==> src/rtl/mii_mirror_pkg.sv <==
// Shared sizes, default link location and the capture pipeline record
// for the MII register mirror.
package mii_mirror_pkg;

  localparam int NREG = 32;
  localparam int AW   = 5;
  localparam int DW   = 16;

  // BMSR register index and its link-status bit.
  localparam int LINK_REG_DEF = 1;
  localparam int LINK_BIT_DEF = 2;

  // One capture pipeline stage: the captured register plus the value the
  // mirror held for it before this capture (filled in stage 1).
  typedef struct packed {
    logic          valid;
    logic [AW-1:0] addr;
    logic [DW-1:0] data;
    logic [DW-1:0] old;
  } stage_t;

endpackage

==> src/rtl/mii_mirror_ram.sv <==
// 32x16 mirror storage: one write port, one asynchronous compare read port,
// one registered host read port. No storage reset, so it maps onto
// distributed RAM; only the host read register is cleared.
module mii_mirror_ram
  import mii_mirror_pkg::*;
(
  input  logic          clk,
  input  logic          rst,
  input  logic          we,
  input  logic [AW-1:0] waddr,
  input  logic [DW-1:0] wdata,
  input  logic [AW-1:0] cmp_addr,
  output logic [DW-1:0] cmp_data,
  input  logic [AW-1:0] rd_addr,
  output logic [DW-1:0] rd_data
);

  logic [DW-1:0] mem [NREG];

  // Write port: commit stage writes the captured value.
  always_ff @(posedge clk) begin
    if (we) mem[waddr] <= wdata;
  end

  // Compare port: combinational read of the pre-commit contents.
  assign cmp_data = mem[cmp_addr];

  // Host port: registered read; same-cycle write is not bypassed, so a read
  // of the committing address returns the old value.
  always_ff @(posedge clk) begin
    if (rst) rd_data <= '0;
    else     rd_data <= mem[rd_addr];
  end

endmodule

==> src/rtl/mii_reg_mirror.sv <==
// Mirror of the 32 PHY management registers fed by the MDIO polling engine.
// Tracks which registers have been captured, sticky per-register change
// flags, sweep completion, and link status with a change pulse.
//
// Handshake: strobe is a one-cycle valid qualifier for addr/data with no
// ready; every strobe is accepted, one per cycle, back-to-back allowed.
module mii_reg_mirror
  import mii_mirror_pkg::*;
#(
  parameter logic [31:0] CHG_MASK = 32'hFFFF_FFFF,
  parameter int          LINK_REG = LINK_REG_DEF,
  parameter int          LINK_BIT = LINK_BIT_DEF
) (
  input  logic          clk,
  input  logic          rst,
  input  logic          strobe,
  input  logic [AW-1:0] addr,
  input  logic [DW-1:0] data,
  input  logic [AW-1:0] rd_addr,
  output logic [DW-1:0] rd_data,
  input  logic [31:0]   clr,
  output logic [31:0]   seen,
  output logic [31:0]   changed,
  output logic          all_seen,
  output logic          sweep_done,
  output logic [15:0]   sweep_count,
  output logic          link_up,
  output logic          link_event,
  output logic          irq
);

  localparam logic [AW-1:0] LINK_ADDR  = AW'(LINK_REG);
  localparam logic [AW-1:0] SWEEP_LAST = AW'(NREG - 1);

  stage_t        s1_q;
  stage_t        s2_q;
  logic [DW-1:0] cmp_data;
  logic [DW-1:0] old_fwd;
  logic [31:0]   seen_q;
  logic [31:0]   changed_q;
  logic [15:0]   sweep_count_q;
  logic          link_bit_q;
  logic [31:0]   commit_vec;
  logic [31:0]   set_vec;
  logic          link_commit;
  logic          link_new;

  mii_mirror_ram u_ram (
    .clk      (clk),
    .rst      (rst),
    .we       (s2_q.valid),
    .waddr    (s2_q.addr),
    .wdata    (s2_q.data),
    .cmp_addr (s1_q.addr),
    .cmp_data (cmp_data),
    .rd_addr  (rd_addr),
    .rd_data  (rd_data)
  );

  // Stage-1 old value, forwarded from the commit stage when it targets the
  // same register so back-to-back captures compare as if serialised.
  always_comb begin
    old_fwd = cmp_data;
    if (s2_q.valid && (s2_q.addr == s1_q.addr)) old_fwd = s2_q.data;
  end

  // Capture pipeline: stage 1 latches the strobe, stage 2 is the commit.
  always_ff @(posedge clk) begin
    if (rst) begin
      s1_q <= '0;
      s2_q <= '0;
    end else begin
      s1_q.valid <= strobe;
      s1_q.addr  <= addr;
      s1_q.data  <= data;
      s1_q.old   <= '0;
      s2_q.valid <= s1_q.valid;
      s2_q.addr  <= s1_q.addr;
      s2_q.data  <= s1_q.data;
      s2_q.old   <= old_fwd;
    end
  end

  // Commit decode: which bit is committed, whether it counts as a change,
  // and whether it touches the link register.
  always_comb begin
    commit_vec  = '0;
    if (s2_q.valid) commit_vec = 32'd1 << s2_q.addr;
    set_vec     = commit_vec & seen_q & CHG_MASK &
                  {32{s2_q.old != s2_q.data}};
    link_commit = s2_q.valid && (s2_q.addr == LINK_ADDR);
    link_new    = s2_q.data[LINK_BIT];
  end

  // Status flags and sweep counter; a set beats a same-cycle clear.
  always_ff @(posedge clk) begin
    if (rst) begin
      seen_q        <= '0;
      changed_q     <= '0;
      sweep_count_q <= '0;
    end else begin
      seen_q    <= seen_q | commit_vec;
      changed_q <= (changed_q & ~clr) | set_vec;
      if (s2_q.valid && (s2_q.addr == SWEEP_LAST))
        sweep_count_q <= sweep_count_q + 16'd1;
    end
  end

  // Shadow of the link bit so link_up needs no extra RAM read port; like the
  // mirror it is not reset and is qualified by seen.
  always_ff @(posedge clk) begin
    if (link_commit) link_bit_q <= link_new;
  end

  assign seen        = seen_q;
  assign changed     = changed_q;
  assign sweep_count = sweep_count_q;
  assign all_seen    = &seen_q;
  assign irq         = |changed_q;
  assign link_up     = link_bit_q & seen_q[LINK_REG];
  assign sweep_done  = s2_q.valid && (s2_q.addr == SWEEP_LAST);
  assign link_event  = link_commit && (link_new != link_up);

endmodule

==> config.mk <==
export PLATFORM = sky130hd
export DESIGN_NAME = mii_reg_mirror
export DESIGN_NICKNAME = d
export VERILOG_FILES = /design/src/rtl/mii_mirror_pkg.sv /design/src/rtl/mii_mirror_ram.sv /design/src/rtl/mii_reg_mirror.sv
export SDC_FILE = /design/constraint.sdc
export NUM_CORES = 1
export LEC_CHECK = 0
export BUFFER_PORTS_ARGS = -buffer_cell sky130_fd_sc_hd__buf_4
export CORE_MARGIN = 2
export CORE_UTILIZATION = 60
export CTS_CLUSTER_DIAMETER = 40
export DETAILED_ROUTE_END_ITERATION = 12
export PLACE_DENSITY = 0.88
export REMOVE_ABC_BUFFERS = 1
export SYNTH_ARGS = -nofsm -noshare
export SYNTH_HDL_FRONTEND = slang
export SYNTH_HIERARCHICAL = 1
export SYNTH_SLANG_ARGS = --single-unit
==> constraint.sdc <==
create_clock -name clk -period 6.4 [get_ports clk]
set_input_delay 0.96 -clock clk [delete_from_list [all_inputs] [get_ports clk]]
set_output_delay 0.96 -clock clk [all_outputs]
set_load 0.02 [all_outputs]
==> impl_metrics.ini <==
[run_status]
status = finished, final reports clean

[setup_path]
end_kind = output port
cp_max_fo = 10
cp-startpoint = s2_q[37]$_SDFF_PP0_
cp.arrival_ns = 2.62
cp-start-kind = flip-flop
r2r_end = s2_q[5]$_SDFF_PP0_
ff2ff_setup_slack_ns = 3.04
criticalPathCategory = reg2out
crit_required_ns = 5.44
timing.rr.start = s1_q[33]$_SDFF_PP0_
ff2ff_path_depth = 6

[grt]
grt_start_max_net_pins = 101
grt_pass1_wl_um = 121000
gr-usage-met1_pct = 41.5
grtUsageMet3_pct = 8.60
antenna_found_initial = 2
grt.overflow.total = 0
gr-usage-met2_pct = 54.0
grt_pass1_vias = 19000
busiest_layer = met2
grtUsageTotal_pct = 33.0

[final_layout]
drive_above_1_share_pct = 34.3
finalInstanceArea_um2 = 33700
nets = 1951
layout_commonest_cell = edfxtp_1
area_delta_synth_final_pct = 15.3
final_cell_mix = edfxtp_1 (513), mux4_2 (272), buf_4 (216)
fillers = 2859

[clocking]
clockRootBuffer = clkbuf_16
hold_buffers = 0
cts_max_level = 3
cts_buffer_depth = 3
cts_sinks = 669
insertion_delay_ns = 0.61
postCtsSetupBuffers = 0
cts_resized = 0
cts.clk_slew.worst_paths_ns = 0.06
numCtsBuffers = 77
cts_tree = yes

[routing]
drt_iter0_markers = 2628
drtPass1Iterations = 7
drcViolationCount = 0
avgRoutedWirePerCell_um = 31.8
dr_total_vias = 18500
viasPerCell = 7.23
routed_wl_um = 81400
antenna_left = 0

[timing]
drv_slew = 0
rsz0062_at_grt = false
skew_ns = 0.0272
clock.fmax_ghz = 0.279
finalCritPeriodShare_pct = 55.9
layout_setup_ws_ns = 2.82
relSlewSlack_pct = 4.79
tightest_slew_ns = 1.43
hold_viol_final = 0
setup_viol = 0
min_period_ns = 3.58

[floorplan]
num_rows = 80
pin_count = 162
core_area_um2 = 47900
start_util_pct = 60.9
dieArea_um2 = 50500
die-width_um = 225
die_h_um = 225

[worst_hold_path]
hold_path.class = reg2reg
hp-start = s1_q[30]$_SDFF_PP0_
holdPathEnd = s2_q[30]$_SDFF_PP0_
hold_depth = 1

[pwr]
power.leakage_nw = 12.2
ir_drop_mv = 0.167
powerDensity_nw_per_um2 = 282
power_mw = 9.49

[yosys]
synth_ff_type = edfxtp_1
ys_types = 43
synth_warnings = 6
synthArstFlopShare_pct = 0
yosysSeqAreaShare_pct = 63.4
synth.avg_cell_area_um2 = 17.1
netlist_area_um2 = 29200
synth_edf_count = 513
synthCells = 1712
synth-seq-cells = 669

[placement]
io_buffers = 161
pre_cts_ws_ns = 2.59
gp_congestion = 0.900
dp_hpwl_um = 47000
placed_area_um2 = 31200

[run]
drv_cap = 0
final cells by class:
cell class	count	area, um2	share of cell area [%]
inverter	8	31.3	0.0929
multi-input combinational	913	10200	30.3
clock inverter	43	355	1.05
clock buffer	96	2110	6.27
timing repair buffer	220	1680	4.97
sequential	669	18500	55.0
tap	615	769	2.28
antenna	1	2.50	0.00743
where the power goes:
part           switching [mW]  internal (mW)
sequential             0.0416           4.68
combinational           0.299          0.209
clock                    1.80           2.46
total                    2.14           7.35
layer usage:
| metal | share of wire [%] | vias up |
|---|---|---|
| met4 | 5.6 | 4 |
| met2 | 49 | 1592 |
| met5 | 0.033 | - |
| met1 | 33 | 9276 |
| li1 | - | 7353 |
| met3 | 13 | 308 |
kinds of logic after synthesis:
logic type / after synthesis / synth area share (%)
DFF: 669 / 63.4
muxes: 353 / 23.8
and+or+nand+nor: 342 / 5.94
AOI/OAI and AO/OA: 188 / 4.00
buffers and inverters: 130 / 1.91
xor gates and xnor gates: 29 / 0.869
adders and majority gates: 1 / 0.0428
per-stage QoR:
| stage | hold WS (ns) | instances | utilization [%] | setup TNS, ns |
|---|---|---|---|---|
| 4_1_cts | 0.435 | 2564 | 70.3 | 0 |
| 3_5_place_dp | 0.426 | 2425 | 65.1 | 0 |
| 5_1_grt | 0.442 | 2564 | 70.3 | 0 |
| 3_3_place_gp | 0.420 | 2425 | 65.1 | 0 |
| 6_report | 0.420 | 2565 | 70.3 | 0 |
| 2_1_floorplan | 0.414 | 1590 | - | -9.10 |
cell usage after synthesis (7+ instances only):
cell	n	area (um2)
nor4_1	13	81.3
nand4_1	17	106
or4_1	8	60.1
inv_1	7	26.3
dfxtp_1	156	3120
mux2i_1	64	641
nor2b_1	54	338
edfxtp_1	513	15400
clkbuf_1	77	289
buf_1	7	26.3
xnor2_1	28	245
mux2_2	17	191
mux4_2	272	6130
a221oi_1	13	114
nand4b_1	7	61.3
buf_2	31	155
a22oi_1	16	120
a221o_1	16	160
nand3_1	46	230
a31oi_1	17	106
o21ai_0	60	300
nor2_1	116	435
nand2_1	47	176
a21oi_1	54	270
flip-flops by register name, summed over array words and instances, names as in the netlist:
name / flops
link_new: 1
u_ram/mem: 512
s2_q: 37
u_ram/rd_data: 16
changed: 32
s1_q: 22
link_bit_q: 1
sweep_count: 16
seen: 32
critical path: stages (launching register included):
cell and delay [ns]:
dfxtp_1 0.53, nand2b_1 0.19, nor3b_1 0.64, nand2_1 0.31
nor2_1 0.18, buf_4 0.15
how the worst max path moves through the flow:
stage                                        to  slack, ns  cells past startpoint
finish                               link_event       2.82                      5
global route                         link_event       2.65                      5
CTS                                  link_event       2.86                      4
detailed placement  u_ram/rd_data[9]$_SDFF_PP0_       2.59                      6
global placement    u_ram/rd_data[9]$_SDFF_PP0_       2.62                      6
floorplan                    s2_q[0]$_SDFF_PP0_      -0.57                      5
(Power assumes the default switching activity.)
